### config.mk
export PLATFORM = sky130hd
export DESIGN_NAME = timer_preset_programmer
export DESIGN_NICKNAME = d
export VERILOG_FILES = /design/src/rtl/timer_preset_programmer_pkg.sv /design/src/rtl/timer_preset_programmer_pulse_edge.sv /design/src/rtl/timer_preset_programmer.sv
export SDC_FILE = /design/constraint.sdc
export NUM_CORES = 1
export LEC_CHECK = 0
export ABC_AREA = 1
export ABC_CLOCK_PERIOD_IN_PS = 1850
export CORE_UTILIZATION = 47
export CTS_CLUSTER_SIZE = 28
export DETAILED_ROUTE_END_ITERATION = 10
export PLACE_DENSITY = 0.85
export SLEW_MARGIN = 25
export SYNTH_ARGS = -nofsm -noshare
export SYNTH_HDL_FRONTEND = slang
export SYNTH_SLANG_ARGS = --single-unit
### constraint.sdc
create_clock -name clk -period 1.85 [get_ports clk]
set_input_delay 0.37 -clock clk [delete_from_list [all_inputs] [get_ports clk]]
set_output_delay 0.37 -clock clk [all_outputs]
set_load 0.01 [all_outputs]
### src/rtl/timer_preset_programmer_pkg.sv
// Shared types and constants for the timer preset programmer.
// Digit indices follow display order: unit/tens seconds, unit/tens minutes.
package timer_preset_programmer_pkg;

  typedef enum logic [2:0] {
    IDLE,
    EDIT,
    LOAD,
    RUN,
    ABORT,
    DONE
  } state_t;

  localparam logic [3:0] MAX_UNIT = 4'd9;
  localparam logic [3:0] MAX_TENS = 4'd5;

  localparam logic [1:0] US = 2'd0;
  localparam logic [1:0] DS = 2'd1;
  localparam logic [1:0] UM = 2'd2;
  localparam logic [1:0] DM = 2'd3;

  function automatic logic [3:0] digitMax(input logic [1:0] idx);
    return (idx == DS || idx == DM) ? MAX_TENS : MAX_UNIT;
  endfunction

  function automatic logic [3:0] bumpDigit(
    input logic [3:0] d,
    input logic [1:0] idx
  );
    return (d >= digitMax(idx)) ? 4'd0 : d + 4'd1;
  endfunction

endpackage

### src/rtl/timer_preset_programmer_pulse_edge.sv
// Rising-edge detector for an already synchronised button level.
// One-cycle pulse when the level goes from 0 to 1.
module pulse_edge (
  input  logic clk,
  input  logic reset,
  input  logic level,
  output logic rise
);

  logic prevLevel;

  always_ff @(posedge clk) begin
    if (reset) prevLevel <= 1'b0;
    else       prevLevel <= level;
  end

  assign rise = level & ~prevLevel;

endmodule

### src/rtl/timer_preset_programmer.sv
// Button-driven editor for a 4-digit mm:ss timer that loads the
// preset into the timer digits, runs it, and signals completion.
module timer_preset_programmer
  import timer_preset_programmer_pkg::*;
#(
  parameter int LOAD_CYCLES = 2,
  parameter int SCAN_DIV    = 1000
) (
  input  logic       clk,
  input  logic       reset,
  input  logic       btn_next,
  input  logic       btn_inc,
  input  logic       btn_start,
  input  logic       timer_zero,
  output logic [3:0] preset_us,
  output logic [3:0] preset_ds,
  output logic [3:0] preset_um,
  output logic [3:0] preset_dm,
  output logic [3:0] clear_us,
  output logic [3:0] clear_ds,
  output logic [3:0] clear_um,
  output logic [3:0] clear_dm,
  output logic [1:0] seletor,
  output logic [3:0] edit_digit,
  output logic       running,
  output logic       valve_off
);

  localparam int CW = $clog2(LOAD_CYCLES + 1);
  localparam int SW = (SCAN_DIV > 1) ? $clog2(SCAN_DIV) : 1;
  localparam logic [CW-1:0] LOAD_LAST = CW'(LOAD_CYCLES - 1);
  localparam logic [SW-1:0] SCAN_LAST = SW'(SCAN_DIV - 1);

  state_t          state;
  state_t          stateNext;
  logic [CW-1:0]   phaseCnt;
  logic [CW-1:0]   phaseCntNext;
  logic [1:0]      cursor;
  logic [3:0]      digits [4];
  logic [SW-1:0]   scanCnt;
  logic [1:0]      scanSel;
  logic            nextEdge;
  logic            incEdge;
  logic            startEdge;
  logic            anySet;
  logic            loadGo;

  pulse_edge uNext (
    .clk   (clk),
    .reset (reset),
    .level (btn_next),
    .rise  (nextEdge)
  );

  pulse_edge uInc (
    .clk   (clk),
    .reset (reset),
    .level (btn_inc),
    .rise  (incEdge)
  );

  pulse_edge uStart (
    .clk   (clk),
    .reset (reset),
    .level (btn_start),
    .rise  (startEdge)
  );

  assign anySet = |{digits[US], digits[DS], digits[UM], digits[DM]};
  assign loadGo = (state == EDIT) && startEdge && anySet;

  always_ff @(posedge clk) begin
    if (reset) begin
      state    <= IDLE;
      phaseCnt <= '0;
    end else begin
      state    <= stateNext;
      phaseCnt <= phaseCntNext;
    end
  end

  // In RUN, phaseCnt only marks that the first cycle has passed.
  always_comb begin
    stateNext    = state;
    phaseCntNext = phaseCnt;
    running      = 1'b0;
    valve_off    = 1'b0;
    preset_us    = 4'h0;
    preset_ds    = 4'h0;
    preset_um    = 4'h0;
    preset_dm    = 4'h0;
    clear_us     = 4'h0;
    clear_ds     = 4'h0;
    clear_um     = 4'h0;
    clear_dm     = 4'h0;
    unique case (state)
      IDLE: begin
        if (nextEdge) stateNext = EDIT;
      end
      EDIT: begin
        if (loadGo) begin
          stateNext    = LOAD;
          phaseCntNext = '0;
        end
      end
      LOAD: begin
        preset_us = digits[US];
        preset_ds = digits[DS];
        preset_um = digits[UM];
        preset_dm = digits[DM];
        clear_us  = ~digits[US];
        clear_ds  = ~digits[DS];
        clear_um  = ~digits[UM];
        clear_dm  = ~digits[DM];
        if (phaseCnt == LOAD_LAST) begin
          stateNext    = RUN;
          phaseCntNext = '0;
        end else begin
          phaseCntNext = phaseCnt + CW'(1);
        end
      end
      RUN: begin
        running = 1'b1;
        if (startEdge) begin
          stateNext    = ABORT;
          phaseCntNext = '0;
        end else if (phaseCnt != '0 && timer_zero) begin
          stateNext = DONE;
        end else begin
          phaseCntNext = CW'(1);
        end
      end
      ABORT: begin
        clear_us = 4'hF;
        clear_ds = 4'hF;
        clear_um = 4'hF;
        clear_dm = 4'hF;
        if (phaseCnt == LOAD_LAST) begin
          stateNext    = IDLE;
          phaseCntNext = '0;
        end else begin
          phaseCntNext = phaseCnt + CW'(1);
        end
      end
      DONE: begin
        valve_off = 1'b1;
        stateNext = IDLE;
      end
      default: stateNext = IDLE;
    endcase
  end

  // Increment uses the old cursor; a simultaneous advance lands after it.
  always_ff @(posedge clk) begin
    if (reset) begin
      cursor <= '0;
      for (int i = 0; i < 4; i++) digits[i] <= '0;
    end else if (state == IDLE && nextEdge) begin
      cursor <= '0;
    end else if (state == EDIT && !loadGo) begin
      if (incEdge) digits[cursor] <= bumpDigit(digits[cursor], cursor);
      if (nextEdge) cursor <= cursor + 2'd1;
    end
  end

  always_ff @(posedge clk) begin
    if (reset) begin
      scanCnt <= '0;
      scanSel <= '0;
    end else if (scanCnt == SCAN_LAST) begin
      scanCnt <= '0;
      scanSel <= scanSel + 2'd1;
    end else begin
      scanCnt <= scanCnt + SW'(1);
    end
  end

  assign seletor    = (state == EDIT) ? cursor : scanSel;
  assign edit_digit = digits[seletor];

endmodule

==> reports/metrics.cfg <==
[run_status]
outcome=finished, violations left
violations=negative setup slack

[power]
switching_power_w=0.00154
power_frac_comb_pct=54.3
pwr-share-clk_pct=16.6
p_leak_nw=1.86
p_int_w=0.00209
irDropWorstVdd_uv=846
power_frac_seq_pct=29.1
power_density_nw_per_um2=907
p_sw_share_pct=42.4

[layout]
fillers=338
finalNonFillerCells=544
layout-drive-gt1-share_pct=49.4
diodes=0
utilization_pct=77.9
syn_to_final_growth_pct=59.6
finalNetCount=487

[logic_synthesis]
mappedNetlistNets=360
ys_types=38
ys_warn_count=0
synth_edf_count=16
yosysTopAreaCellShare_pct=19.2
synthCells=346
ys.flop_type=dfxtp_1
async_flop_share_pct=0
netlist_area_um2=2510
yosysMostFrequentCell=nor2_1
syn_area_per_cell_um2=7.25
synth_seq_cells=40
ys_top_cells_by_area=dfxtp_1 19%, edfxtp_1 19%, nor2_1 10%
seq_area_frac_synth_pct=38.3
netlist.top_cell.by_area=dfxtp_1
synthTopCellsByCount=67 x nor2_1, 52 x nand2_1, 47 x inv_1

[route]
drt_wl_total_um=9510
ant_nets=0
dr.pass1.iters=5
via_count=2987
post_drt_via_cell_ratio=5.49
drc=0
drt_iter0_markers=217
wl_per_cell_um=17.5

[setup_path]
cp-end-kind=output pin
critical_path_class=flop to output pin
crit_path_start_kind=flop
critPathArrivalTime_ns=1.79
worst-path-max-fanout=14
required_ns=1.48

[placed_design]
dp.cells=505
dp_hpwl_um=5100
place_ws_ns=-0.201
io_buffers=45
place.gp.congestion=0.917

[clock_tree]
h-tree-depth=2
clock_latency_ns=0.31
cts_buffers=5
cts-root-buf=clkbuf_8
cts_tree=built
cts_sinks=40
path_clk_slew_ns=0.08
clockBufferDepth=2

[timing]
slew_viol_final=0
finalHoldViolCount=0
maxClockFrequency_mhz=462
rsz0062_at_grt=true
slew_headroom_pct=77.0
fin_ws_ns=-0.313
hold-worst-slack_ns=0.460
fin_worst_skew_ns=0.0119
tightest_slew_ns=0.342
fin_crit_ns=2.16
fin_setup_tns_ns=-5.04
fin_crit_sh_pct=117
setup-violations-final=58

[floorplan]
die_h_um=75.1
core_um2=5140
die_width_um=75.1
fp.dieArea_um2=5630
ioPinCount=46
initial_core_util_pct=48.8
num_rows=26

[global_routing]
grt_pass1_wl_um=12900
track_usage_pct=31.0
antenna_found_initial=0
grt_pass1_vias=2748
grt_max_degree=18
grt-ovfl-total=0

[min_path]
hp-class=flop to flop

[job]
cap_violations=0

==> timing repair <==
item                                    in CTS  in global routing
pin swaps                                   31                 26
hold buffers                                 0                  0
gates cloned                                 2                  1
endpoints found under the setup margin      72                 71
buffers inserted                            19                  9
resized for setup                          208                 87
==> worst max-delay path, stage by stage, from the launching register on <==
cell	delay [ns]
dfxtp_2	0.34
inv_4	0.07
nand3_4	0.16
o21ai_4	0.23
buf_12	0.17
inv_2	0.07
nor2_1	0.15
o21ai_1	0.12
buf_2	0.16
==> layer usage <==
metal / global-route usage [%] / share of wire [%] / vias up / routed length [um]
li1: - / - / 1389 / -
met2: 56.5 / 50 / 162 / 4730
met3: 8.97 / 7.0 / 52 / 669
met4: 15.7 / 5.9 / 0 / 562
met5: 0 / 0 / - / 0
met1: 32.5 / 37 / 1384 / 3540
==> power groups by stage <==
stage / clock (W) / combinational [W] / sequential (W)
2_1_floorplan: 0 / 0.000787 / 0.00106
3_3_place_gp: 0 / 0.00139 / 0.00106
3_5_place_dp: 0 / 0.00144 / 0.00106
4_1_cts: 0.000592 / 0.00160 / 0.00105
5_1_grt: 0.000636 / 0.00210 / 0.00106
6_report: 0.000604 / 0.00197 / 0.00105
==> cells by family after synthesis <==
family                   after synthesis  share of synthesized area, %
AND/OR/NAND/NOR                      168                          31.9
adder cells (fa/ha/maj)                8                          3.99
buffers and inverters                 62                          10.3
AO/OA/AOI/OAI                         66                          14.8
flip-flops                            40                          38.3
XOR/XNOR                               2                         0.698
==> registers in the layout, indices dropped and copies added (netlist names), 2 cells and up, named ones only <==
name,cells
state,3
digits,16
scanCnt,10
phaseCnt,2
cursor,2
scanSel,2
==> layout make-up <==
cell class,count,area (um2),area share (%)
clock inverter,3,18.8,0.469
timing repair buffer,126,972,24.3
tap,70,87.6,2.19
inverter,53,209,5.22
multi-input combinational,247,1680,41.8
clock buffer,5,68.8,1.72
sequential,40,972,24.3
==> cells in the final DEF (no fill, tap or decap), types with 9 or more instances in the layout <==
cell	synthesis	routed
nand3_1	15	13
a21oi_1	17	13
inv_1	47	40
nand2_2	5	11
buf_6	3	19
buf_4	0	61
dfxtp_1	24	17
nor2_1	67	44
nand2_1	52	41
buf_2	0	33
o21ai_1	12	20
nor2_2	4	19
o21ai_2	1	11
edfxtp_1	16	16
inv_2	5	9
==> per-stage QoR <==
step | cell area, um2 | power, W
finish | 4000 | 0.00363
floorplan | 2540 | 0.00184
global placement | 3430 | 0.00245
CTS | 3700 | 0.00324
detailed placement | 3430 | 0.00250
global route | 4000 | 0.00380
==> final timing paths <==
kind	startpoint	endpoint	slack, ns	cells past startpoint
worst min-delay path	scanCnt[0]	scanCnt[0]	0.46	1
worst min register to register	scanCnt[0]	scanCnt[0]	0.46	1
worst max register to register	flop	digits[2][2]	-0.16	12
worst max-delay path	state[1]	edit_digit[0]	-0.31	8
Power figures use the tool's default switching activity.
==> RTL edit 1 (same flow settings) <==
Encoding of `state_t`: now one-hot (6 bits for 6 states).
--- a/src/rtl/timer_preset_programmer_pkg.sv
+++ b/src/rtl/timer_preset_programmer_pkg.sv
@@ -2,13 +2,13 @@
 // Digit indices follow display order: unit/tens seconds, unit/tens minutes.
 package timer_preset_programmer_pkg;
 
-  typedef enum logic [2:0] {
-    IDLE,
-    EDIT,
-    LOAD,
-    RUN,
-    ABORT,
-    DONE
+  typedef enum logic [5:0] {
+    IDLE  = 6'b000001,
+    EDIT  = 6'b000010,
+    LOAD  = 6'b000100,
+    RUN   = 6'b001000,
+    ABORT = 6'b010000,
+    DONE  = 6'b100000
   } state_t;
 
   localparam logic [3:0] MAX_UNIT = 4'd9;
Behaviour: no difference found for any inputs over 10 cycles, from zero or initial values and one cycle with reset high; not proved beyond that.
==> RTL edit 1 against the original RTL <==
- the flow still finishes with violations (negative setup slack)
- die area is 4.2% higher
- routed wire length down 3.0%
- worst setup slack worse by 0.035 ns
- register-to-register slack got worse by 0.19 ns
- count of clock-buffer cells in the layout grew 1
- sequential share of layout area rose by 1.8 points
- final area decreased by 0.66%
- synthesized area rose by 4.3%
- sequential cell count grew 3
- critical path type is now flop to flop
- highest routed layer unchanged
Power is not compared: it rests on default switching activity, and its combinational part moved more than twofold at a synthesized area within 25%.
==> RTL edit 1: results (changes against the original RTL) <==
Cells and area:
- The ratio of cells with drive above 1 in the final layout was 45.0% (-4.3 points).
- The largest registers in the layout are digits: 16 flops, scanCnt: 10 flops, state: 6 flops.
- The final standard cell count with taps included and fillers excluded is 554 (+1.8%).
- The number of nets in the layout is 497 (+2.1%).
- The number of fill cells in the layout was 334 (-1.2%).

Synthesis:
- The commonest cells after synthesis are 77 x sky130_fd_sc_hd__nor2_1, 61 x sky130_fd_sc_hd__nand2_1, 58 x sky130_fd_sc_hd__inv_1.
- The count of flip-flops with a built-in enable after synthesis is 16 (unchanged).
- By area the synthesized netlist is led by sky130_fd_sc_hd__dfxtp_1 21%, sky130_fd_sc_hd__edfxtp_1 18%, sky130_fd_sc_hd__nor2_1 11%.
- The synthesized area divided by synthesized cell count is 7.11 um2 (-1.9%).
- The proportion of synthesized chip area in sequential cells was 39.0% (+0.70 points).
- The distinct cell type count after synthesis is 36 (-5.3%).
- The post-synth net total is 382 (+6.1%).

Route:
- The violation count after the first detailed-route iteration came to 172 (-21%).
- The met2 wirelength from detailed routing is 4.60 mm (-2.7%).
- The overall via count from detail_route is 3,030 (+1.4%).
- The sum of routed wire segments on met1 is 3.23 mm (-8.9%).
- The wire length per cell came to 16.6 um (-4.8%).
- The routed length on met3 is 687 um (+2.7%).

Timing:
- The post-route clock skew is 0.0176 ns (+0.00576 ns).
- The number of setup violations in the final report is 70 (+21%).
- The final total negative setup slack is -9.72 ns (-4.68 ns).
- The final critical-path setup slack came to -0.349 ns (-0.0352 ns).
- The relative max-transition margin was 74.5% (-2.5 points).

Global routing:
- The wire length of the first global-routing pass was 12.7 mm (-1.6%).
- The number of global-route vias before repair is 2,814 (+2.4%).
- The total routing usage reported by global routing came to 27.1% (-4.0 points).
- The met1 usage is 30.0% (-2.5 points).
- The routing usage on met2 is 50.5% (-5.9 points).
- The met3 track demand over resource in global routing is 4.55% (-4.4 points).

Setup path:
- The biggest cell delay along the critical path is 0.39 ns (+0.05 ns).
- The master of the slowest instance on the critical path is sky130_fd_sc_hd__dfxtp_4.
- The endpoint arrival time on the critical path is 2.32 ns (+0.53 ns).
- The maximum fanout count along the critical path was 7 (-7).
- Grouping stages by cell kind, the critical path spends the most delay in simple AND/OR/NAND/NOR gates.

Place:
- The count of buffers from port buffering is 45 (unchanged).
- The total half-perimeter wirelength after legalization and detailed placement is 5.43 mm (+6.5%).
- The global placement routability congestion is 0.892 (-2.8%).
- The instance count after placement with tap cells included is 525 (+4.0%).

CTS:
- The clock transition at the registers of the reported paths was 0.10 ns (+0.02 ns).
- The buffer count from post-CTS setup fixing came to 6 (-13).
- The count of cells resized by post-cts repair is 203 (-2.4%).

Status:
- The run finished, with violations left.
- The checks that failed: negative setup slack.

Power and ir drop:
- The net switching power figure is around 0.00076 W.
==> RTL edit 1: area by class of cell <==
cell class / count / area, um2 / area share, %
multi-input cells: 257 / 1610 / 40.4
flip-flops and latches: 43 / 1040 / 26.0
repair buffers: 115 / 922 / 23.2
inverters: 61 / 239 / 6.01
well taps: 70 / 87.6 / 2.20
clock buffers: 6 / 72.6 / 1.82
clock inverters: 2 / 12.5 / 0.315
==> RTL edit 1: cell families (layout without fill, tap and decap cells) <==
group / after synthesis / in the layout / share of synthesized area [%]
flip-flops: 43 / 43 / 39.0
AND/OR/NAND/NOR: 192 / 192 / 35.0
buffers and inverters: 68 / 184 / 10.1
AO/OA/AOI/OAI: 57 / 57 / 12.1
adder cells (fa/ha/maj): 8 / 8 / 3.82
==> RTL edit 1: metrics by stage <==
| stage | worst slack [ns] | area (um2) |
|---|---|---|
| after floorplan | 0.00113 | 2660 |
| after CTS | -0.214 | 3630 |
| after global placement | -0.178 | 3540 |
| final | -0.349 | 3980 |
| after detailed placement | -0.276 | 3540 |
| after global routing | -0.393 | 3980 |
==> RTL edit 1: final timing paths <==
path	from	end	slack, ns	depth (start not counted)
setup / recovery	flop	digits[0][3]	-0.35	13
setup reg to reg	flop	digits[0][3]	-0.35	13
hold / removal	scanCnt[0]	scanCnt[0]	0.47	1
hold reg to reg	scanCnt[0]	scanCnt[0]	0.47	1
==> RTL edit 1: power by group through the flow <==
stage	clock [W]	combinational, W	sequential [W]
2_1_floorplan	0	0.000296	0.00109
3_3_place_gp	0	0.000475	0.00109
3_5_place_dp	0	0.000496	0.00109
4_1_cts	0.000587	0.000524	0.00107
5_1_grt	0.000652	0.000700	0.00108
6_report	0.000614	0.000645	0.00108
==> RTL edit 2 (config.mk and constraints unchanged) <==
Without the edit above. The parameter `LOAD_CYCLES` goes from 2 to 1.
--- a/src/rtl/timer_preset_programmer.sv
+++ b/src/rtl/timer_preset_programmer.sv
@@ -3,7 +3,7 @@
 module timer_preset_programmer
   import timer_preset_programmer_pkg::*;
 #(
-  parameter int LOAD_CYCLES = 2,
+  parameter int LOAD_CYCLES = 1,
   parameter int SCAN_DIV    = 1000
 ) (
   input  logic       clk,
Check against the original RTL: not equivalent (Yosys sat finds a counterexample within 10 cycles, from zero or initial values and one cycle with reset high).
==> RTL edit 2 against the original RTL <==
- final area is 9.8% lower
- cell count decreased by 6.1%
- power shrank 1.2%
- largest power group unchanged
- die area down 3.6%
- hold slack better by 0.0023 ns
- largest cell class unchanged
- non-clock buffer count is 14 lower
- routed wire length is 17% lower
- synthesized area down 3.7%
- critical path depth grew 1
- worst setup slack better by 0.11 ns
- register-to-register slack got worse by 0.04 ns
- sequential cell count is 1 lower
- critical endpoint is now digits[0][2]
- the flow still finishes with violations (negative setup slack)
- sequential power about the same
==> RTL edit 2: results (changes against the original RTL) <==
Status:
- The run finished, with violations left.
- The final reports fail on negative setup slack.

Global routing:
- The number of global-route vias before repair came to 2,581 (-6.1%).
- The total routing usage reported by global routing is 29.5% (-1.5 points).

Min path:
- The hold path startpoint is scanCnt[4].

Synthesis:
- After synthesis, the cell types taking the most area are sky130_fd_sc_hd__edfxtp_1 20%, sky130_fd_sc_hd__dfxtp_1 19%, sky130_fd_sc_hd__nor2_1 9.8%.
- The proportion of synthesized chip area in sequential cells was 39.0% (+0.66 points).
- The synthesized area divided by synthesized cell count is 7.32 um2 (+0.93%).
- The compound-cell area share of the yosys netlist is 15.3% (+0.52 points).
- The xor/xnor share of the synthesized area is 0.363% (-0.34 points).
- The post-synth net total came to 344 (-4.4%).

Cells and area:
- The number of nets in the layout is 457 (-6.2%).
- The ratio of cells with drive above 1 in the final layout came to 41.9% (-7.5 points).

Setup path:
- The cell depth of the worst flop-to-flop path is 9 (-3).
- The biggest cell delay along the critical path is 0.44 ns (+0.10 ns).
- In this run the critical register-to-register path is captured at digits[0][2].
- The worst setup path is of the flop to flop kind.
- The endpoint arrival time on the critical path is 2.19 ns (+0.40 ns).
- The maximum fanout count along the critical path is 4 (-10).
- The master of the slowest instance on the critical path is sky130_fd_sc_hd__edfxtp_1.

Timing:
- The number of setup violations in the final report is 32 (-45%).
- The final total negative setup slack is -3.41 ns (+1.63 ns).
- The slew at the pin closest to its max-slew limit is 0.352 ns (+0.0101 ns).
- The final critical-path setup slack was -0.205 ns (+0.109 ns).
- The post-route clock skew is 0.00892 ns (-0.00296 ns).

Route:
- The violation count after the first detailed-route iteration was 263 (+21%).
- The detailed-route vias per instance is 5.44 (-0.99%).
- The sum of routed wire length over all layers is 7.85 mm (-17%).
- The wire length per cell is 15.4 um (-12%).

Place:
- The standard cell area after detailed placement is 3360 um2 (-2.1%).
- The post-place setup slack is -0.322 ns (-0.121 ns).
- The instance count after placement with tap cells included is 486 (-3.8%).

Power and ir drop:
- The leakage component of the power was 1.62 nW (-13%).
- The cell internal power dissipation is 0.00209 W (+0.16%).
- The switching portion of total power is 41.6% (-0.76 points).
- The maximum ir drop on the vdd rail is 0.000476 V (-44%).

CTS:
- The insertion delay of the later-clocked pin in the worst-skew pair came to 0.29 ns (-0.02 ns).
[RTL edit 2: cell count changes in the layout (fill, tap and decap cells not counted), sizes merged, moves of 2 or more]
cell,before,now
buf,116,91
clkbuf,9,19
dlygate4sd2,0,3
nand2,62,58
nand4,3,6
nor2,72,65
nor4,2,0
o21ai,39,37
or2,3,0
[RTL edit 2: timing repair]
| action | in CTS | in global routing |
|---|---|---|
| gates cloned | 2 | 0 |
| setup buffers | 11 | 4 |
| gates resized for setup | 169 | 57 |
| pin swaps | 20 | 15 |
| endpoints found under the setup margin | 64 | 74 |
[RTL edit 2: how the worst max path moves through the flow]
| stage | endpoint | slack, ns | depth (start not counted) |
|---|---|---|---|
| 2_1_floorplan | digits[2][2] | 0.003 | 9 |
| 3_3_place_gp | edit_digit[0] | -0.15 | 9 |
| 3_5_place_dp | digits[0][0] | -0.32 | 10 |
| 4_1_cts | digits[2][2] | -0.14 | 11 |
| 5_1_grt | edit_digit[1] | -0.23 | 7 |
| 6_report | digits[0][2] | -0.20 | 9 |
[RTL edit 2: cell type report]
class	instances	area (um2)
Clock buffer	6	72.6
Clock inverter	2	8.76
Fill cell	347	1240
Inverter	52	200
Multi-Input combinational cell	233	1480
Sequential cell	39	956
Tap cell	67	83.8
Timing Repair Buffer	112	805
[RTL edit 2: cell families (layout without fill, tap and decap cells)]
kind of cell | count (synthesis) | in the layout
xor+xnor | 1 | 1
simple gates | 158 | 159
buf+inv | 59 | 172
fa+ha+maj | 8 | 8
flops | 39 | 39
compound gates | 65 | 65
[RTL edit 2: layer usage]
metal | wire length (um) | GRT usage (%) | vias to the layer above
met5 | 0 | 0 | -
met4 | 237 | 12.2 | 0
met3 | 600 | 6.58 | 21
met2 | 4080 | 55.1 | 177
met1 | 2930 | 31.8 | 1276
li1 | - | - | 1304
